## src/rtl/vga_pkg.sv

```systemverilog
// Shared timing defaults, region-boundary helpers and the sync bundle type
// used by the VGA timing generator and its output delay line.
package vga_pkg;

  localparam int H_ACTIVE_DEF  = 640;
  localparam int H_FP_DEF      = 16;
  localparam int H_SYNC_DEF    = 96;
  localparam int H_BP_DEF      = 48;
  localparam int V_ACTIVE_DEF  = 480;
  localparam int V_FP_DEF      = 10;
  localparam int V_SYNC_DEF    = 2;
  localparam int V_BP_DEF      = 29;
  localparam int CLK_DIV_DEF   = 4;
  localparam int PIPE_DEF      = 2;
  localparam int FRAME_DIV_DEF = 2;
  localparam int CW_DEF        = 10;

  localparam bit HS_POL_DEF = 1'b0;
  localparam bit VS_POL_DEF = 1'b0;

  // Active-high sync bundle; polarity is applied only at the outputs.
  typedef struct packed {
    logic hs;
    logic vs;
    logic de;
  } sync_t;

  function automatic int span_total(input int sync, input int bp, input int active, input int fp);
    return sync + bp + active + fp;
  endfunction

  function automatic int act_first(input int sync, input int bp);
    return sync + bp;
  endfunction

  function automatic int act_last_excl(input int sync, input int bp, input int active);
    return sync + bp + active;
  endfunction

endpackage

```

## src/rtl/vga_sync_pipe.sv

```systemverilog
// Enable-gated delay line for the {hs,vs,de} bundle; clr flushes every stage
// to the inactive (all-zero) bundle.
module vga_sync_pipe
  import vga_pkg::*;
#(
  parameter int DEPTH = 2
) (
  input  logic  clk,
  input  logic  clr,
  input  logic  i_en,
  input  sync_t i_d,
  output sync_t o_q
);

  if (DEPTH == 0) begin : g_bypass
    logic w_unused;
    assign w_unused = &{1'b0, clk, i_en};
    // Without registers the reset must still force the inactive bundle.
    assign o_q = clr ? sync_t'('0) : i_d;
  end else begin : g_pipe
    sync_t r_stage [DEPTH];

    always_ff @(posedge clk or posedge clr) begin
      if (clr) begin
        for (int i = 0; i < DEPTH; i++) r_stage[i] <= '0;
      end else if (i_en) begin
        r_stage[0] <= i_d;
        for (int i = 1; i < DEPTH; i++) r_stage[i] <= r_stage[i-1];
      end
    end

    assign o_q = r_stage[DEPTH-1];
  end

endmodule

```

## src/rtl/vga_timing_gen.sv

```systemverilog
// Parametrised VGA timing generator: pixel enable, counters, stage-0 decode,
// delayed sync/DE, line/frame strobes and divided frame tick.
module vga_timing_gen
  import vga_pkg::*;
#(
  parameter int H_ACTIVE  = H_ACTIVE_DEF,
  parameter int H_FP      = H_FP_DEF,
  parameter int H_SYNC    = H_SYNC_DEF,
  parameter int H_BP      = H_BP_DEF,
  parameter int V_ACTIVE  = V_ACTIVE_DEF,
  parameter int V_FP      = V_FP_DEF,
  parameter int V_SYNC    = V_SYNC_DEF,
  parameter int V_BP      = V_BP_DEF,
  parameter bit HS_POL    = HS_POL_DEF,
  parameter bit VS_POL    = VS_POL_DEF,
  parameter int CLK_DIV   = CLK_DIV_DEF,
  parameter int PIPE      = PIPE_DEF,
  parameter int FRAME_DIV = FRAME_DIV_DEF,
  parameter int CW        = CW_DEF
) (
  input  logic          clk,
  input  logic          clr,
  output logic          pix_en,
  output logic          hsync,
  output logic          vsync,
  output logic          de,
  output logic          de_early,
  output logic [CW-1:0] x,
  output logic [CW-1:0] y,
  output logic          line_start,
  output logic          frame_start,
  output logic          frame_tick,
  output logic [15:0]   frame_cnt
);

  localparam int H_TOTAL = span_total(H_SYNC, H_BP, H_ACTIVE, H_FP);
  localparam int V_TOTAL = span_total(V_SYNC, V_BP, V_ACTIVE, V_FP);
  localparam int HA0 = act_first(H_SYNC, H_BP);
  localparam int HA1 = act_last_excl(H_SYNC, H_BP, H_ACTIVE);
  localparam int VA0 = act_first(V_SYNC, V_BP);
  localparam int VA1 = act_last_excl(V_SYNC, V_BP, V_ACTIVE);
  localparam int DW  = (CLK_DIV > 1) ? $clog2(CLK_DIV) : 1;
  localparam int FW  = (FRAME_DIV > 1) ? $clog2(FRAME_DIV) : 1;

  if (H_TOTAL >= (1 << CW) || V_TOTAL >= (1 << CW) || CLK_DIV < 1 || FRAME_DIV < 1 || PIPE < 0)
  begin : g_param_err
    $error("vga_timing_gen: illegal parameter set (totals must fit in CW bits)");
  end

  logic [DW-1:0] r_div;
  logic          r_pix_en;
  logic [CW-1:0] r_hc;
  logic [CW-1:0] r_vc;
  logic [15:0]   r_frame_cnt;
  logic [FW-1:0] r_frame_div_cnt;
  logic          w_hc_wrap;
  logic          w_vc_wrap;

  assign w_hc_wrap = (r_hc == CW'(H_TOTAL - 1));
  assign w_vc_wrap = (r_vc == CW'(V_TOTAL - 1));

  always_ff @(posedge clk or posedge clr) begin
    if (clr) begin
      r_div           <= '0;
      r_pix_en        <= 1'b0;
      r_hc            <= '0;
      r_vc            <= '0;
      r_frame_cnt     <= '0;
      r_frame_div_cnt <= '0;
    end else begin
      r_div    <= (r_div == DW'(CLK_DIV - 1)) ? '0 : r_div + DW'(1);
      r_pix_en <= (r_div == DW'(CLK_DIV - 1));
      if (r_pix_en) begin
        r_hc <= w_hc_wrap ? '0 : r_hc + CW'(1);
        if (w_hc_wrap) r_vc <= w_vc_wrap ? '0 : r_vc + CW'(1);
      end
      if (frame_start) begin
        r_frame_cnt     <= r_frame_cnt + 16'd1;
        r_frame_div_cnt <= frame_tick ? '0 : r_frame_div_cnt + FW'(1);
      end
    end
  end

  // Stage 0: combinational decode of the registered counters
  logic  w_hs0;
  logic  w_vs0;
  logic  w_h_act;
  logic  w_v_act;
  sync_t w_stage0;
  sync_t w_piped;

  assign w_hs0    = (r_hc < CW'(H_SYNC));
  assign w_vs0    = (r_vc < CW'(V_SYNC));
  assign w_h_act  = (r_hc >= CW'(HA0)) && (r_hc < CW'(HA1));
  assign w_v_act  = (r_vc >= CW'(VA0)) && (r_vc < CW'(VA1));
  assign de_early = w_h_act && w_v_act;
  assign x        = de_early ? r_hc - CW'(HA0) : '0;
  assign y        = de_early ? r_vc - CW'(VA0) : '0;
  assign w_stage0 = {w_hs0, w_vs0, de_early};

  // Stages 1..PIPE: delay line advancing once per pixel
  vga_sync_pipe #(
    .DEPTH (PIPE)
  ) u_sync_pipe (
    .clk  (clk),
    .clr  (clr),
    .i_en (r_pix_en),
    .i_d  (w_stage0),
    .o_q  (w_piped)
  );

  assign hsync = w_piped.hs ^ ~HS_POL;
  assign vsync = w_piped.vs ^ ~VS_POL;
  assign de    = w_piped.de;

  assign pix_en      = r_pix_en;
  assign line_start  = r_pix_en && (r_hc == '0);
  assign frame_start = line_start && (r_vc == '0);
  assign frame_tick  = frame_start && (r_frame_div_cnt == FW'(FRAME_DIV - 1));
  assign frame_cnt   = r_frame_cnt;

endmodule
```

## config.mk

```make
export PLATFORM = sky130hd
export DESIGN_NAME = vga_timing_gen
export DESIGN_NICKNAME = d
export VERILOG_FILES = /design/src/rtl/vga_pkg.sv /design/src/rtl/vga_sync_pipe.sv /design/src/rtl/vga_timing_gen.sv
export SDC_FILE = /design/constraint.sdc
export NUM_CORES = 1
export LEC_CHECK = 0
export BUFFER_PORTS_ARGS = -buffer_cell sky130_fd_sc_hd__buf_2
export CAP_MARGIN = 10
export CELL_PAD_IN_SITES_DETAIL_PLACEMENT = 1
export CELL_PAD_IN_SITES_GLOBAL_PLACEMENT = 1
export CORE_ASPECT_RATIO = 0.6
export CORE_MARGIN = 8
export CORE_UTILIZATION = 45
export CTS_CLUSTER_DIAMETER = 40
export CTS_CLUSTER_SIZE = 30
export DETAILED_ROUTE_END_ITERATION = 10
export GPL_TIMING_DRIVEN = 0
export PLACE_DENSITY = 0.81
export SYNTH_ARGS = -nofsm -noshare
export SYNTH_HDL_FRONTEND = slang
export SYNTH_SLANG_ARGS = --single-unit
```

## constraint.sdc

```tcl
create_clock -name clk -period 2.93 [get_ports clk]
set_input_delay 0.293 -clock clk [delete_from_list [all_inputs] [get_ports clk]]
set_output_delay 0.293 -clock clk [all_outputs]
set_load 0.01 [all_outputs]
```

==> run_results.csv <==
group,metric,value,unit
place,gp_congestion,0.849,
worst_setup_path,crit_type,"flip-flop to primary output",
timing,final.setup.worst_slack,0.161,ns
detailed_routing,drc,0,
timing,fin_setup_tns,0,ns
clock_tree,path_clk_slew,0.09,ns
layout,fill_cells,677,
place,dp_slack,0.447,ns
logic_synthesis,synth_seq_area_share,43.1,%
logic_synthesis,synth_warnings,0,
clock_tree,cts_tree,"built",
logic_synthesis,syn_area,2670,um2
grt,gr-usage-met2,27.3,%
job,maxCapViolCount,0,
place,port-buffer-count,45,
clock_tree,clk_latency,0.30,ns
worst_setup_path,critical_path_required,2.64,ns
grt,grt_max_degree,43,
detailed_routing,drt_iter0_markers,94,
floorplan,die_x,116,um
timing,slew_viol_final,0,
timing,finalHoldViolations,0,
timing,fin_crit_sh,94.5,%
layout,ff_latch_area,1150,um2
clock_tree,htreeDepth,2,
grt,grt_pass1_vias,2224,
pwr,total_power,1.13,mW
logic_synthesis,synthDistinctLibCells,48,
worst_setup_path,cp-start-kind,"flip-flop",
floorplan,ios,46,
timing,min_period,2.77,ns
detailed_routing,ant_nets,0,
timing,skew,0.00881,ns
layout,antenna_cells,0,
worst_setup_path,path_cells,"inv_1, ha_1, nor3b_1, o221ai_1, a31o_2, a21o_1, inv_1, and2_1, buf_2",
logic_synthesis,synthesis.instances,274,
timing,whs,0.416,ns
timing,rsz0062_at_grt,"true",
worst_setup_path,critPathBufInv,3,
layout,mostFrequentLayoutCells,"buf_2, dfrtp_1, nor2_1, xnor2_1, nand2_1",
grt,antenna_found_initial,0,
floorplan,initial_core_util,47.3,%
pwr,powerDensity,359,nW/um2
clock_tree,clockBufferDepth,2,
clock_tree,cts.sinks,46,
grt,grt.total_usage,17.0,%
layout,multi_input_area,1350,um2
detailed_routing,drt-total-wl,7120,um
pwr,leakagePower,1.50,nW
layout,syn2layout_area_growth,17.7,%
pwr,ir_drop,0.000216,V
floorplan,die_y,75.7,um
place,dpl.hpwl,5380,um
grt,top_usage_layer,"met2",
worst_setup_path,max_stage_delay,0.46,ns
worst_setup_path,critical_path.slowest_cell,"dfrtp_2",
logic_synthesis,synthesis.nets,286,
layout,layout-drive-gt1-share,27.1,%
logic_synthesis,ys_ff_latch,46,
timing,slew_headroom,60.1,%
logic_synthesis,syn_area_per_cell,9.76,um2
logic_synthesis,async_flop_share,100,%
grt,use_met3,4.03,%
worst_setup_path,r2r_start,"r_hc[7]",
worst_setup_path,critical_path.max_fanout,7,
grt,overflow,0,
detailed_routing,via_count,2157,
worst_setup_path,crit_family,"compound AO/OA/AOI/OAI gates",
worst_setup_path,cp-end-kind,"primary output",
timing,worst_pin_slew,0.592,ns
worst_setup_path,crit_path_start,"r_hc[4]",
timing,clock.fmax,361,MHz
detailed_routing,drt_pass1_iterations,4,
detailed_routing,routed_via_density,5.27,
clock_tree,root_buffer,"clkbuf_8",
layout,final_common_cell,"buf_2",
floorplan,row_count,21,
grt,use_met1,23.0,%
layout,final_util,55.7,%
worst_setup_path,cp_data_arrival_time,2.48,ns
min_path,min_path_type,"primary input to async pin",
clock_tree,numCtsBuffers,5,
logic_synthesis,synth_top_flop_cell,"dfrtp_1",
logic_synthesis,synth-edff-count,0,
floorplan,coreArea,5650,um2
timing,setup_violations,0,
floorplan,die_area,8750,um2
layout,nets,340,
outcome,status,"finished, final reports clean",
clock_tree,cts_setup_buffers,0,
worst_setup_path,crit_top_cell,"inv_1",
grt,grt_pass1_wl,11700,um
detailed_routing,wl_per_cell,17.4,um
worst register-to-register path, stage by stage, from the launching register on:
cell      delay [ns]
dfrtp_1         0.39
clkbuf_1        0.24
nor4bb_1        0.48
nand3_1         0.35
nor2_1          0.37
nand2_1         0.14
o31ai_1         0.25
synthesized netlist by cell type, types with 2 or more instances:
cell type	instances	share of area, %
a21oi_1	2	0.37
a31oi_1	3	0.70
and2_1	6	1.4
and3_1	4	0.94
and4_1	3	0.98
buf_2	3	0.56
buf_4	3	0.84
buf_6	3	1.3
clkbuf_1	5	0.70
clkbuf_2	2	0.37
dfrtp_1	46	43
ha_1	10	4.7
inv_1	15	2.1
mux2_2	7	2.9
nand2_1	22	3.1
nand3_1	14	2.6
nand3_2	2	0.75
nand4_1	9	2.1
nor2_1	27	3.8
nor2b_1	4	0.94
nor3_1	5	0.94
nor4_1	5	1.2
nor4_4	2	1.6
o21ai_0	16	3.0
o31ai_1	5	1.4
xnor2_1	23	7.5
xor2_1	7	2.3
per-layer routing:
metal  part of all wire, %  vias up
met5                     0        -
met2                    46       42
met4                  0.84        0
met3                   4.1        7
li1                      -     1046
met1                    49     1062
timing repair:
action                     in CTS  in global routing
gates resized for setup         0                  3
hold buffers                    1                  0
setup endpoints to repair       0                  5
hold endpoints to repair        4                  0
where the power goes:
group / total [mW] / switching, mW / internal [mW]
logic: 0.0175 / 0.0132 / 0.00426
clock network: 0.479 / 0.224 / 0.255
registers: 0.634 / 0 / 0.634
final timing paths:
kind                                        end  slack [ns]  depth (start not counted)
worst max-delay path                       y[1]        0.16                          9
worst min-delay path            r_frame_div_cnt        0.42                          3
worst max register to register          r_vc[9]        0.63                          6
worst min register to register         r_div[0]        0.43                          1
max in group asynchronous               r_hc[4]        2.05                          4
min in group clk                       r_div[0]        0.43                          1
state kept, by name, summed over array words and instances, names as in the netlist:
register                    count
r_div                           2
pix_en                          1
r_vc                           10
frame_cnt                      16
r_frame_div_cnt                 1
r_hc                           10
u_sync_pipe.o_q                 3
u_sync_pipe.g_pipe.r_stage      3
per-stage QoR:
stage	area, um2	std cells
final	3150	409
after global routing	3150	409
after CTS	3140	409
after detailed placement	3020	400
after global placement	3000	399
after floorplan	2670	274
kinds of logic (layout without fill, tap and decap cells):
logic type	Yosys count	after routing	synth area share [%]
XOR/XNOR	30	30	9.83
flip-flops	46	46	43.1
AND/OR/NAND/NOR	115	115	25.0
adder cells (fa/ha/maj)	10	10	4.68
multiplexers	8	8	3.32
buffers and inverters	33	88	6.74
AO/OA/AOI/OAI	32	32	7.35
cell type report:
type / count / area share [%]
multi-input combinational: 195 / 42.8
sequential: 46 / 36.6
timing repair buffer: 47 / 8.11
buffer: 18 / 3.93
tap: 80 / 3.18
clock buffer: 6 / 2.31
inverter: 15 / 1.79
clock inverter: 2 / 1.19
(Power assumes the default switching activity.)
